[config.mk]
export PLATFORM = sky130hd
export DESIGN_NAME = mem_arbiter
export DESIGN_NICKNAME = d
export VERILOG_FILES = /design/src/rtl/mem_arbiter_pkg.sv /design/src/rtl/mem_arbiter_rr_arbiter2.sv /design/src/rtl/mem_arbiter.sv
export SDC_FILE = /design/constraint.sdc
export NUM_CORES = 1
export LEC_CHECK = 0
export CORE_MARGIN = 2
export CORE_UTILIZATION = 40
export DETAILED_ROUTE_END_ITERATION = 12
export PLACE_DENSITY_LB_ADDON = 0.3
export SYNTH_ARGS = -nofsm -noshare
export SYNTH_HDL_FRONTEND = slang
export SYNTH_SLANG_ARGS = --single-unit
[constraint.sdc]
create_clock -name clock -period 3.7 [get_ports clock]
set_input_delay 0.37 -clock clock [delete_from_list [all_inputs] [get_ports clock]]
set_output_delay 0.37 -clock clock [all_outputs]
set_load 0.02 [all_outputs]
[src/rtl/mem_arbiter_pkg.sv]
// Shared types and helpers for the two-port memory arbiter.
package mem_arbiter_pkg;

   // Controller state: IDLE grants requests, RMW performs the write half of
   // a partial-word store.
   typedef enum logic {
      IDLE = 1'b0,
      RMW  = 1'b1
   } state_e;

   // Requester indices into the arbiter request/grant vectors.
   localparam int PORT_IF = 0;
   localparam int PORT_D  = 1;

   // Per-lane merge: lane i takes new_w when be[i] is set, else keeps old_w.
   function automatic logic [31:0] merge_be(input logic [31:0] old_w,
                                            input logic [31:0] new_w,
                                            input logic [3:0]  be);
      logic [31:0] res;
      res = '0;
      for (int i = 0; i < 4; i++) begin
         res[8*i +: 8] = be[i] ? new_w[8*i +: 8] : old_w[8*i +: 8];
      end
      return res;
   endfunction

endpackage

[src/rtl/mem_arbiter_rr_arbiter2.sv]
// Two-requester round-robin arbiter. On a tie the requester that was not
// granted most recently wins. Grants are combinational; the last-grant flag
// only moves when a grant is actually issued.
module rr_arbiter2
   import mem_arbiter_pkg::*;
(
   input  logic       clock,
   input  logic       reset,
   input  logic       en,     // grants allowed this cycle
   input  logic [1:0] req,
   output logic [1:0] gnt     // one-hot, or zero
);

   logic last_q;   // 1 = PORT_D granted most recently
   logic last_d;

   // Pick at most one requester; ties go to the one not served last.
   always_comb begin
      gnt = 2'b00;
      if (en) begin
         if (req[PORT_IF] && req[PORT_D]) begin
            if (last_q) gnt[PORT_IF] = 1'b1;
            else        gnt[PORT_D]  = 1'b1;
         end else if (req[PORT_IF]) begin
            gnt[PORT_IF] = 1'b1;
         end else if (req[PORT_D]) begin
            gnt[PORT_D] = 1'b1;
         end
      end
   end

   // Remember who was served; hold when nothing was granted.
   always_comb begin
      last_d = last_q;
      if (gnt[PORT_IF])     last_d = 1'b0;
      else if (gnt[PORT_D]) last_d = 1'b1;
   end

   // Last-grant register; reset to data so fetch wins the first tie.
   always_ff @(posedge clock) begin
      if (reset) last_q <= 1'b1;
      else       last_q <= last_d;
   end

endmodule

[src/rtl/mem_arbiter.sv]
// Shares one word-wide RAM between the fetch port and the load/store port.
// Handshake: a requester raises *_req with stable address/data and holds it
// until *_gnt is seen high in the same cycle; the transfer is accepted in that
// cycle and *_rvalid pulses once when the result (or store completion) is
// ready. Partial-word stores become a read (grant cycle) followed by a
// whole-word write in the next cycle, during which nothing is granted.
module mem_arbiter
   import mem_arbiter_pkg::*;
#(
   parameter int ADDR_W = 32,
   parameter int DATA_W = 32
)(
   input  logic              clock,
   input  logic              reset,
   input  logic              if_req,
   input  logic [ADDR_W-1:0] if_addr,
   output logic              if_gnt,
   output logic              if_rvalid,
   output logic [DATA_W-1:0] if_rdata,
   input  logic              d_req,
   input  logic              d_we,
   input  logic [3:0]        d_be,
   input  logic [ADDR_W-1:0] d_addr,
   input  logic [DATA_W-1:0] d_wdata,
   output logic              d_gnt,
   output logic              d_rvalid,
   output logic [DATA_W-1:0] d_rdata,
   output logic              ram_we,
   output logic [ADDR_W-1:0] ram_addr,
   output logic [DATA_W-1:0] ram_wdata,
   input  logic [DATA_W-1:0] ram_rdata,
   output logic              dbg_state   // 1 while in RMW
);

   state_e            state_q, state_d;
   logic [1:0]        req, gnt;
   logic              d_partial;
   logic              if_rvalid_q, d_rvalid_q;
   logic [DATA_W-1:0] if_rdata_q, d_rdata_q;
   logic [ADDR_W-1:0] rmw_addr_q;
   logic [3:0]        rmw_be_q;
   logic [DATA_W-1:0] rmw_new_q, rmw_old_q;
   logic              unused_addr_lsbs;

   // Byte offsets within a word are deliberately ignored.
   assign unused_addr_lsbs = ^{if_addr[1:0], d_addr[1:0]};

   assign req[PORT_IF] = if_req;
   assign req[PORT_D]  = d_req;
   assign d_partial    = d_we && (d_be != 4'b1111) && (d_be != 4'b0000);

   rr_arbiter2 u_arb (
      .clock (clock),
      .reset (reset),
      .en    ((state_q == IDLE) && !reset),
      .req   (req),
      .gnt   (gnt)
   );

   assign if_gnt    = gnt[PORT_IF];
   assign d_gnt     = gnt[PORT_D];
   assign if_rvalid = if_rvalid_q;
   assign d_rvalid  = d_rvalid_q;
   assign if_rdata  = if_rdata_q;
   assign d_rdata   = d_rdata_q;
   assign dbg_state = (state_q == RMW);

   // Next state and RAM drive: RMW writes the merged word, IDLE serves the grant.
   always_comb begin
      state_d   = state_q;
      ram_we    = 1'b0;
      ram_addr  = {if_addr[ADDR_W-1:2], 2'b00};
      ram_wdata = d_wdata;
      if (state_q == RMW) begin
         ram_addr  = rmw_addr_q;
         ram_we    = !reset;
         ram_wdata = merge_be(rmw_old_q, rmw_new_q, rmw_be_q);
         state_d   = IDLE;
      end else if (gnt[PORT_D]) begin
         ram_addr = {d_addr[ADDR_W-1:2], 2'b00};
         ram_we   = d_we && (d_be == 4'b1111);
         if (d_partial) state_d = RMW;
      end
   end

   // State and response registers; read data holds between responses.
   always_ff @(posedge clock) begin
      if (reset) begin
         state_q     <= IDLE;
         if_rvalid_q <= 1'b0;
         d_rvalid_q  <= 1'b0;
         if_rdata_q  <= '0;
         d_rdata_q   <= '0;
      end else begin
         state_q     <= state_d;
         if_rvalid_q <= gnt[PORT_IF];
         d_rvalid_q  <= (gnt[PORT_D] && !d_partial) || (state_q == RMW);
         if (gnt[PORT_IF]) if_rdata_q <= ram_rdata;
         if (gnt[PORT_D] && !d_we)           d_rdata_q <= ram_rdata;
         else if (gnt[PORT_D] && !d_partial) d_rdata_q <= '0;
         else if (state_q == RMW)            d_rdata_q <= '0;
      end
   end

   // Capture the partial store and the old word at grant time.
   always_ff @(posedge clock) begin
      if (gnt[PORT_D] && d_partial) begin
         rmw_addr_q <= {d_addr[ADDR_W-1:2], 2'b00};
         rmw_be_q   <= d_be;
         rmw_new_q  <= d_wdata;
         rmw_old_q  <= ram_rdata;
      end
   end

endmodule

==> impl_metrics.env <==
export IMPL_status="complete, no violations"
export IMPL_crit_arrival_ns=3.04
export IMPL_wl_per_cell_um=18.2
export IMPL_leakage_nw=3.58
export IMPL_reg2regPathDepth=4
export IMPL_vdd_drop_max_v=0.000314
export IMPL_synth_enable_flop_cells=98
export IMPL_io_pins=271
export IMPL_maxCapViolCount=0
export IMPL_layout_common_cells="263 x clkdlybuf4s50_1, 98 x edfxtp_1, 67 x dfxtp_1, 64 x a21oi_1, 36 x nor2_1"
export IMPL_cts_tree="built"
export IMPL_synthCells=556
export IMPL_worst_pin_slew_ns=1.25
export IMPL_yosys_warnings=0
export IMPL_rows=48
export IMPL_cp_data_required_time_ns=3.33
export IMPL_place_gp_congestion=0.788
export IMPL_wirelength_um=18900
export IMPL_antenna_found_initial=0
export IMPL_synth_cell_types=35
export IMPL_synth_top_area_share_pct=41.7
export IMPL_cts_buffers=17
export IMPL_whs_ns=0.456
export IMPL_cts_resized=0
export IMPL_initial_core_util_pct=40.8
export IMPL_finalNetCount=936
export IMPL_drtIter0Drc=229
export IMPL_core_area_sq_um=17300
export IMPL_grt_pass1_vias=5465
export IMPL_overflow=0
export IMPL_groute_usage_overall_pct=20.2
export IMPL_cts_setup_buffers=0
export IMPL_antenna_left=0
export IMPL_fillerInstances=1364
export IMPL_final_common_cell="clkdlybuf4s50_1"
export IMPL_clk_pin_slew_worst_paths_ns=0.06
export IMPL_synthTopCellsByArea="edfxtp_1 42%, dfxtp_1 19%, o2bb2ai_2 6.4%"
export IMPL_ys_seq_elements=166
export IMPL_hold_viol_final=0
export IMPL_timing_rr_start="dbg_state$_SDFF_PP0_"
export IMPL_tns_ns=0
export IMPL_cts_root_buffer="clkbuf_16"
export IMPL_via_per_inst=5.24
export IMPL_num_vias=5430
export IMPL_die_area_sq_um=18700
export IMPL_rsz0062_at_grt="false"
export IMPL_setup_ws_ns=0.288
export IMPL_slew_limit_headroom_pct=16.5
export IMPL_cp_start_kind="flop"
export IMPL_crit_type="flop to primary output"
export IMPL_skew_ns=0.00609
export IMPL_setup_viol=0
export IMPL_synth_ff_type="edfxtp_1"
export IMPL_ys_seq_area_share_pct=61.0
export IMPL_fmax_ghz=0.293
export IMPL_pre_cts_ws_ns=0.428
export IMPL_die_w_um=137
export IMPL_clkLatencyLatePin_ns=0.42
export IMPL_grt_max_degree=106
export IMPL_hold_buffers=0
export IMPL_syn_area_per_cell_sq_um=12.7
export IMPL_powerDensity_nw_per_um2=437
export IMPL_fin_crit_ns=3.41
export IMPL_synthesis_area_sq_um=7060
export IMPL_slew_violations=0
export IMPL_worstHoldPathType="flop to flop"
export IMPL_synth_top_cell_by_area="edfxtp_1"
export IMPL_cp_startpoint="dbg_state$_SDFF_PP0_"
export IMPL_synthToLayoutAreaGrowth_pct=45.9
export IMPL_die_h_um=137
export IMPL_drc=0
export IMPL_synthArstFlopShare_pct=0
export IMPL_htreeDepth=4
export IMPL_firstDrtPassIters=5
export IMPL_min_path_cells=2
export IMPL_grt_pass1_wl_um=28800
export IMPL_dp_hpwl_um=13200
export IMPL_path_max_fanout=105
export IMPL_insertedDiodeCount=0
export IMPL_min_period_over_period_pct=92.2
export IMPL_critPathCapture="ram_addr[23]"
export IMPL_placement_io_buffers=264
export IMPL_r2r_end="rmw_old_q[22]$_DFFE_PP_"
export IMPL_rrSetupSlack_ns=1.34
export IMPL_cts_sinks=166
export IMPL_max_clock_path_buffers=2
export IMPL_crit_path_end_kind="primary output"
export IMPL_drive_gt1_share_pct=10.1
## report_power, final
| group | switching [mW] | internal, mW |
|---|---|---|
| Sequential | 0.0393 | 2.02 |
| Combinational | 0.356 | 0.363 |
| Clock | 0.672 | 1.05 |
## logic make-up (layout without fill, tap and decap cells)
| family | Yosys count | after routing | synth area share (%) |
|---|---|---|---|
| flops | 166 | 166 | 61.0 |
| compound gates | 164 | 164 | 19.0 |
| buf+inv | 50 | 305 | 4.95 |
| simple gates | 143 | 143 | 10.4 |
| mux | 32 | 32 | 4.54 |
| other cells | 1 | 2 | 0.0531 |
## worst min path at each step
stage	startpoint	endpoint	slack, ns
floorplan	d_addr[10]	rmw_addr_q[10]$_DFFE_PP_	0.47
global placement	d_rdata[30]$_SDFFE_PP0P_	d_rdata[30]$_SDFFE_PP0P_	0.45
detailed placement	d_rdata[14]$_SDFFE_PP0P_	d_rdata[14]$_SDFFE_PP0P_	0.45
CTS	d_rdata[14]$_SDFFE_PP0P_	d_rdata[14]$_SDFFE_PP0P_	0.46
global route	if_rdata[25]$_SDFFE_PP0P_	if_rdata[25]$_SDFFE_PP0P_	0.48
finish	d_rdata[14]$_SDFFE_PP0P_	d_rdata[14]$_SDFFE_PP0P_	0.46
## per-stage QoR
step           area (sq um)  cells  util (%)  power [mW]
5_1_grt               10300   1037      59.5        4.66
2_1_floorplan          7060    557         -        2.43
3_5_place_dp           9720   1005      56.2        2.82
3_3_place_gp           9720   1005      56.2        2.80
6_report              10300   1037      59.5        4.50
4_1_cts               10300   1037      59.5        4.54
## layer usage
layer	vias up	GRT usage, %	share of wire (%)
met5	-	0	0
met2	238	35.9	51
met1	2577	23.7	40
met3	26	5.00	7.2
met4	0	7.39	1.9
li1	2589	-	-
## area by class of cell
cell class | count | area, sq um | area share, %
inverter | 1 | 3.75 | 0.0365
clock inverter | 9 | 98.8 | 0.960
clock buffer | 23 | 479 | 4.65
timing repair buffer | 272 | 2710 | 26.3
tap | 225 | 282 | 2.73
sequential | 166 | 4310 | 41.8
multi-input combinational | 341 | 2420 | 23.5
## cells in the mapped netlist (all sizes together) (2+ instances only)
| cell type | n |
|---|---|
| edfxtp | 98 |
| dfxtp | 68 |
| a21oi | 65 |
| buf | 38 |
| nor2 | 36 |
| mux2i | 32 |
| nand2 | 32 |
| nand3 | 32 |
| o21ai | 32 |
| o2bb2ai | 32 |
| a221o | 31 |
| and2 | 31 |
| clkbuf | 11 |
| and3 | 2 |
| nand2b | 2 |
| nor4 | 2 |
## sequential cells by signal, summed over array words and instances, names as in the netlist
signal / flops
rmw_new_q: 32
d_rdata: 32
rmw_addr_q: 30
d_rvalid: 1
rmw_be_q: 4
dbg_state: 1
if_rvalid: 1
u_arb.last_q: 1
rmw_old_q: 32
if_rdata: 32
## critical path: stages, from the launching register on
cell and delay [ns]:
dfxtp_4 0.64, a21oi_2 1.04, a221o_1 0.30, clkdlybuf4s50_1 0.61
Note: power is estimated with default switching activity, not from simulation.
